File: src/rtl/oam_dma_if.sv
// CPU-bus side of the sprite DMA: register write port, DMA read port and OAM write port.
// The master modport is the DMA engine; the slave modport is the CPU/bus/PPU side.
interface oam_dma_if;
    logic [15:0] reg_addr;
    logic [7:0]  reg_wdata;
    logic        reg_we;
    logic        cpu_halt;
    logic [15:0] dma_addr;
    logic        dma_rd;
    logic [7:0]  dma_rdata;
    logic        oam_we;
    logic [7:0]  oam_wdata;
    logic        dma_done;

    modport master (
        input  reg_addr, reg_wdata, reg_we, dma_rdata,
        output cpu_halt, dma_addr, dma_rd, oam_we, oam_wdata, dma_done
    );

    modport slave (
        output reg_addr, reg_wdata, reg_we, dma_rdata,
        input  cpu_halt, dma_addr, dma_rd, oam_we, oam_wdata, dma_done
    );
endinterface

File: src/rtl/oam_dma.sv
// Sprite-OAM DMA: on a write to the DMA register, halts the CPU and copies XFER_LEN bytes
// from {page, 8'h00} to the PPU OAM data port, one GET/PUT pair per byte, GETs on even cycles.
module oam_dma #(
    parameter logic [15:0] DMA_REG_ADDR = 16'h4014,
    parameter int          XFER_LEN     = 256
) (
    input  logic       clk,
    input  logic       rst,
    oam_dma_if.master  bus
);
    typedef enum logic [2:0] {IDLE, HALT, ALIGN, GET, PUT} state_t;

    state_t     state, state_nxt;
    logic       odd;
    logic [7:0] page;
    logic [8:0] idx;
    logic       trig;
    logic       last;

    assign trig = bus.reg_we && (bus.reg_addr == DMA_REG_ADDR);
    assign last = (idx == 9'(XFER_LEN - 1));

    always_ff @(posedge clk) begin
        if (!rst) begin
            state <= IDLE;
            odd   <= 1'b0;
            page  <= 8'h00;
            idx   <= 9'd0;
        end else begin
            state <= state_nxt;
            odd   <= ~odd;
            if (state == IDLE && trig) begin
                page <= bus.reg_wdata;
                idx  <= 9'd0;
            end else if (state == PUT && !last) begin
                idx <= idx + 9'd1;
            end
        end
    end

    always_comb begin
        state_nxt     = state;
        bus.cpu_halt  = 1'b1;
        bus.dma_rd    = 1'b0;
        bus.dma_addr  = 16'h0000;
        bus.oam_we    = 1'b0;
        bus.oam_wdata = 8'h00;
        bus.dma_done  = 1'b0;
        case (state)
            IDLE: begin
                bus.cpu_halt = 1'b0;
                if (trig) state_nxt = HALT;
            end
            // odd==1 now means the following cycle is even, so GET can start there
            HALT:  state_nxt = odd ? GET : ALIGN;
            ALIGN: state_nxt = GET;
            GET: begin
                bus.dma_rd   = 1'b1;
                bus.dma_addr = {page, idx[7:0]};
                state_nxt    = PUT;
            end
            PUT: begin
                bus.oam_we    = 1'b1;
                bus.oam_wdata = bus.dma_rdata;
                bus.dma_done  = last;
                state_nxt     = last ? IDLE : GET;
            end
            default: begin
                bus.cpu_halt = 1'b0;
                state_nxt    = IDLE;
            end
        endcase
    end
endmodule
File: src/flat_wrapper.sv
// flat-port wrapper written by rule: the top's interface ports become plain ports
module oam_dma_flat 
#(
    parameter logic [15:0] DMA_REG_ADDR = 16'h4014,
    parameter int          XFER_LEN     = 256
)
  (clk, rst, bus_reg_addr, bus_reg_wdata, bus_reg_we, bus_dma_rdata, bus_cpu_halt, bus_dma_addr, bus_dma_rd, bus_oam_we, bus_oam_wdata, bus_dma_done);
  oam_dma_if bus_i ();
  input  logic clk;
  input  logic rst;
  input wire logic [$bits(bus_i.reg_addr)-1:0] bus_reg_addr;
  input wire logic [$bits(bus_i.reg_wdata)-1:0] bus_reg_wdata;
  input wire logic [$bits(bus_i.reg_we)-1:0] bus_reg_we;
  input wire logic [$bits(bus_i.dma_rdata)-1:0] bus_dma_rdata;
  output wire logic [$bits(bus_i.cpu_halt)-1:0] bus_cpu_halt;
  output wire logic [$bits(bus_i.dma_addr)-1:0] bus_dma_addr;
  output wire logic [$bits(bus_i.dma_rd)-1:0] bus_dma_rd;
  output wire logic [$bits(bus_i.oam_we)-1:0] bus_oam_we;
  output wire logic [$bits(bus_i.oam_wdata)-1:0] bus_oam_wdata;
  output wire logic [$bits(bus_i.dma_done)-1:0] bus_dma_done;
  assign bus_i.reg_addr = bus_reg_addr;
  assign bus_i.reg_wdata = bus_reg_wdata;
  assign bus_i.reg_we = bus_reg_we;
  assign bus_i.dma_rdata = bus_dma_rdata;
  assign bus_cpu_halt = bus_i.cpu_halt;
  assign bus_dma_addr = bus_i.dma_addr;
  assign bus_dma_rd = bus_i.dma_rd;
  assign bus_oam_we = bus_i.oam_we;
  assign bus_oam_wdata = bus_i.oam_wdata;
  assign bus_dma_done = bus_i.dma_done;
  oam_dma #(.DMA_REG_ADDR(DMA_REG_ADDR), .XFER_LEN(XFER_LEN)) u_core (.clk(clk), .rst(rst), .bus(bus_i));
endmodule
File: config.mk
export PLATFORM = sky130hd
export DESIGN_NAME = oam_dma_flat
export DESIGN_NICKNAME = d
export VERILOG_FILES = /design/src/rtl/oam_dma_if.sv /design/src/rtl/oam_dma.sv /design/src/flat_wrapper.sv
export SDC_FILE = /design/constraint.sdc
export NUM_CORES = 1
export LEC_CHECK = 0
export CORE_MARGIN = 2
export CORE_UTILIZATION = 39
export CTS_CLUSTER_DIAMETER = 60
export DETAILED_ROUTE_END_ITERATION = 16
export PLACE_DENSITY = 0.79
export SLEW_MARGIN = 25
export SYNTH_ARGS = -nofsm -noshare
export SYNTH_HDL_FRONTEND = slang
export SYNTH_SLANG_ARGS = --single-unit
File: constraint.sdc
create_clock -name clk -period 2.6 [get_ports clk]
set_input_delay 0.52 -clock clk [delete_from_list [all_inputs] [get_ports clk]]
set_output_delay 0.52 -clock clk [all_outputs]
set_load 0.01 [all_outputs]
Word level (Yosys, flattened, before mapping):

Cells that the tools add are included.

* add/subtract/negate cells: 1
* equal/unequal tests: 7
* bitwise operators: 2
* reductions and logical operators: 7
* mux-type cells: 10

Operators by type and width (number)
* equality test 16 x 15 -> 1 bit (second input constant): 1
* two-way mux 16 bit: 1
* one-hot mux 3 bit (5 select lines): 1
* adder 9 x 1 -> 9 bit (second input constant): 1
* equality test 9 x 8 -> 1 bit (second input constant): 1
* two-way mux 8 bit: 1
* equality test 3 x 2 -> 1 bit (second input constant): 2
* two-way mux 1 bit: 5
* OR reduction 4 bit: 1
* equality test 3 x 1 -> 1 bit (second input constant): 1
* equality test 3 bit (second input constant): 1
* logical AND 1 bit: 3
* logical NOT 3 bit: 1
* two-way mux 3 bit: 1
* two-way mux 2 bit: 1
* inequality test 2 x 1 -> 1 bit (second input constant): 1
* NOT 1 bit: 2
* OR reduction 2 bit: 1
* logical NOT 1 bit: 1

* word-level logic and storage cells: 31
* output and inout port bits: 28
* bits of input ports: 35
* register bits: 21

Logic depth before layout (Yosys ltp):

* depth after elaboration: 4
* mapped depth: 9
* gate-level depth less buffers: 8

Least setup slack after synthesis:

Ideal clock, no wire load.

* kind: register to register
* start: register u_core.idx[0]
* end: register u_core.idx[4]
* arrival: 1.806 ns
* buffers on the path: 1
* data required time: 2.478 ns
* stages on the path, launching flop included: 10
* library setup time: 0.122 ns
* clock period less this slack: 1.929 ns
* setup slack: 0.671 ns
* cells stage by stage: dfxtp_1 > ha_1 > and3_1 > and3_1 > ha_1 > nor4b_4 > buf_6 > nand4_1 > xor2_1 > nor2_2

* longest elaborated chain between the ends: 3
* elaborated cells on any way between the ends: 4
* classes of those cells: add/sub: 1; eq/ne: 1; reduce/logical: 2

Ends and longest elaborated chain
* from (decl): line oam_dma.sv:16 `logic [8:0] idx;`
* from (signal assigned): line oam_dma.sv:36 `idx <= idx + 9'd1;`
* branches (longest 3 deep; another with adder 9 x 1 -> 9 bit)

Several ways; the timed one is not identified.
A chain may end at the register's enable or synchronous reset.

Worst setup path after layout:

* start: register u_core.state[2]
* end: output bus_oam_wdata[7]

* longest elaborated chain between the ends: 2

Ends and longest elaborated chain
* from (decl): line oam_dma.sv:13 `state_t state, state_nxt;`
* from (signal assigned): line oam_dma.sv:30 `state <= state_nxt;`
* equality test 3 bit: line oam_dma.sv:49 `case (state)`
* two-way mux 8 bit: line oam_dma.sv:49
* to (decl): line flat_wrapper.sv:19 `output wire logic [$bits(bus_i.oam_wdata)-1:0] bus_oam_wdata;`

Every way passes these cells.

==> results.tsv <==
metric	value	unit
clock tree sinks	21	
prevailing post-synth register cell	dfxtp_1	
Min Hold Slack	431	ps
GR peak layer	met2	
pwr dens	286	mW/mm²
MaxCap Viol Count	0	
per-cell routed wire length	11.8	µm
post-layout min period	2450	ps
share of cells above drive strength 1	0.136	
Synth cell types	31	
effective utilization at floorplan	0.404	
Worst Hold Class	flop to flop	
Mapped Avg Cell Area	9.13	µm²
worst-margin pin slew	410	ps
worst path required time	2080	ps
R2R Setup Slk	610	ps
largest cells by area after synthesis	dfxtp_1, and2_1, mux2i_1	
crit share post-route	0.942	
maximum fanout along the worst path	10	
total power draw	0.000548	W
top cells by count, synth	and2_1, dfxtp_1, nand2_1	
post-synth top area cell	dfxtp_1	
dpl hpwl	2380	µm
Post-synth EDFFs	0	
TritonRoute pass-1 iters	4	
Slew Limit Fails	0	
# IOs	63	
clock transition at the registers of the reported paths	120	ps
M2 GR Usage	0.346	
final core utilization	0.634	
Root Buffer	clkbuf_4	
ant diodes	0	
Net count, final	236	
die area	0.00360	mm²
TNS Setup	0	ps
kind of critical path	flop to output pin	
Hold Vio Cnt, Final	0	
fraction of registers with async set or reset after synthesis	0	
Ys Warns	0	
initial antenna violation count	0	
post-route DRC violation count	0	
CTS tree	built	
Synth top area share	0.344	
area growth from synthesis to layout	56.9	%
CTS Buf Count	3	
most frequent cell after synthesis	and2_1	
pin count of the biggest net entering global routing	13	
clock latency on the worst-skew pair	300	ps
Max Clock Skew	7.42	ps
total global routing overflow	0	
Port-buffer cells	62	
GRT met1 Usage	0.183	
Cells after Synth	134	
Synthesized Nets	171	
Die Height	60.0	µm
Via density	4.71	
H-tree levels	1	
status	completed	
CTS Buffer Depth	2	
worst path arrival time	1930	ps
# setup viols final	0	
Die Width	60.0	µm
Final ANT Viol Nets	0	
Initial DRC Count	7	
GPL Wtd Cong	0.717	
Total Routed Length	2860	µm
setup repair bufs after CTS	0	
fill cell count	268	
Yosys reg bits	21	
Max IR drop VDD	0.000271	V
register area share after synthesis	0.344	
vias	1140	
Slew headroom	0.725	
Setup crit start kind	flop	
met3 Use GR	0.0173	
global-route wire length before repair	4820	µm
mapped cell area	0.00122	mm²
LEAKAGE	0.735	nW
vias in the first global route	1169	
Core Area	0.00303	mm²
Total GRT Usage	0.174	
critical path endpoint category	output pin	
# rows	20	
RSZ-0062 raised after global routing	no	
maximum clock rate	0.408	GHz
[through the flow]
step | std cells | instance area, µm² | worst slack [ps]
floorplan | 134 | 1220 | 671
global placement | 238 | 1880 | 295
detailed placement | 238 | 1880 | 255
CTS | 242 | 1920 | 103
global route | 242 | 1920 | 34.7
finish | 242 | 1920 | 151
[layer usage]
layer  part of all wire  up-vias
met5                  0        -
met4             0.0095        0
met3              0.046        2
met2               0.56       31
met1               0.39      536
li1                   -      571
[kinds of logic (layout without fill, tap and decap cells)]
group | after synthesis | in the layout | synth area share
AND/OR/NAND/NOR | 80 | 80 | 0.420
flip-flops | 21 | 21 | 0.344
multiplexers | 9 | 9 | 0.0736
XOR/XNOR | 8 | 8 | 0.0573
AO/OA/AOI/OAI | 7 | 7 | 0.0440
buffers and inverters | 7 | 71 | 0.0409
adder cells (fa/ha/maj) | 2 | 2 | 0.0204
[cell usage in the layout (no fill, tap or decap), types with 3 or more instances in the layout]
master / synthesis / routed
and2_1: 26 / 26
and3_1: 4 / 4
buf_4: 0 / 4
clkbuf_4: 0 / 3
clkdlybuf4s50_1: 0 / 61
dfxtp_1: 21 / 17
dfxtp_2: 0 / 4
mux2i_1: 9 / 9
nand2_1: 19 / 19
nand4_1: 4 / 4
nor2_1: 10 / 10
nor2_2: 3 / 3
xor2_1: 6 / 6
[sequential cells by signal, indices dropped and copies added (netlist names)]
name and cells:
u_core.page 8, u_core.odd 1, u_core.state 3, u_core.idx 9
[worst max-delay path: stages, from the launching register on]
cell and delay (ps):
dfxtp_1 470, nor3b_2 420, and2_1 200, clkdlybuf4s50_1 530
[final timing paths]
kind | from | depth (start not counted) | endpoint
setup / recovery | u_core.state[2] | 3 | bus_oam_wdata[7]
hold / removal | u_core.odd | 1 | u_core.odd
setup reg to reg | u_core.idx[0] | 9 | u_core.idx[7]
hold reg to reg | u_core.odd | 1 | u_core.odd
[power breakdown]
| part | switching, W | leakage, nW | internal (W) |
|---|---|---|---|
| combinational | 0.0000213 | 0.546 | 0.0000517 |
| sequential | 0.000000619 | 0.171 | 0.000323 |
| clock | 0.0000946 | 0.0177 | 0.0000573 |
| total | 0.000117 | 0.735 | 0.000432 |
[repair_timing]
item	4_1_cts	5_1_grt
setup endpoints to repair	1	8
hold endpoints to repair	0	0
resized for setup	5	2
hold buffers	0	0
[cell type report]
class | instances | area (µm²) | area share
inverter | 1 | 3.75 | 0.00196
tap | 44 | 55.1 | 0.0287
clock buffer | 3 | 22.5 | 0.0117
clock inverter | 1 | 5.00 | 0.00261
sequential | 21 | 425 | 0.222
timing repair buffer | 66 | 649 | 0.338
multi-input combinational | 106 | 758 | 0.395
Power figures use the tool's default switching activity.
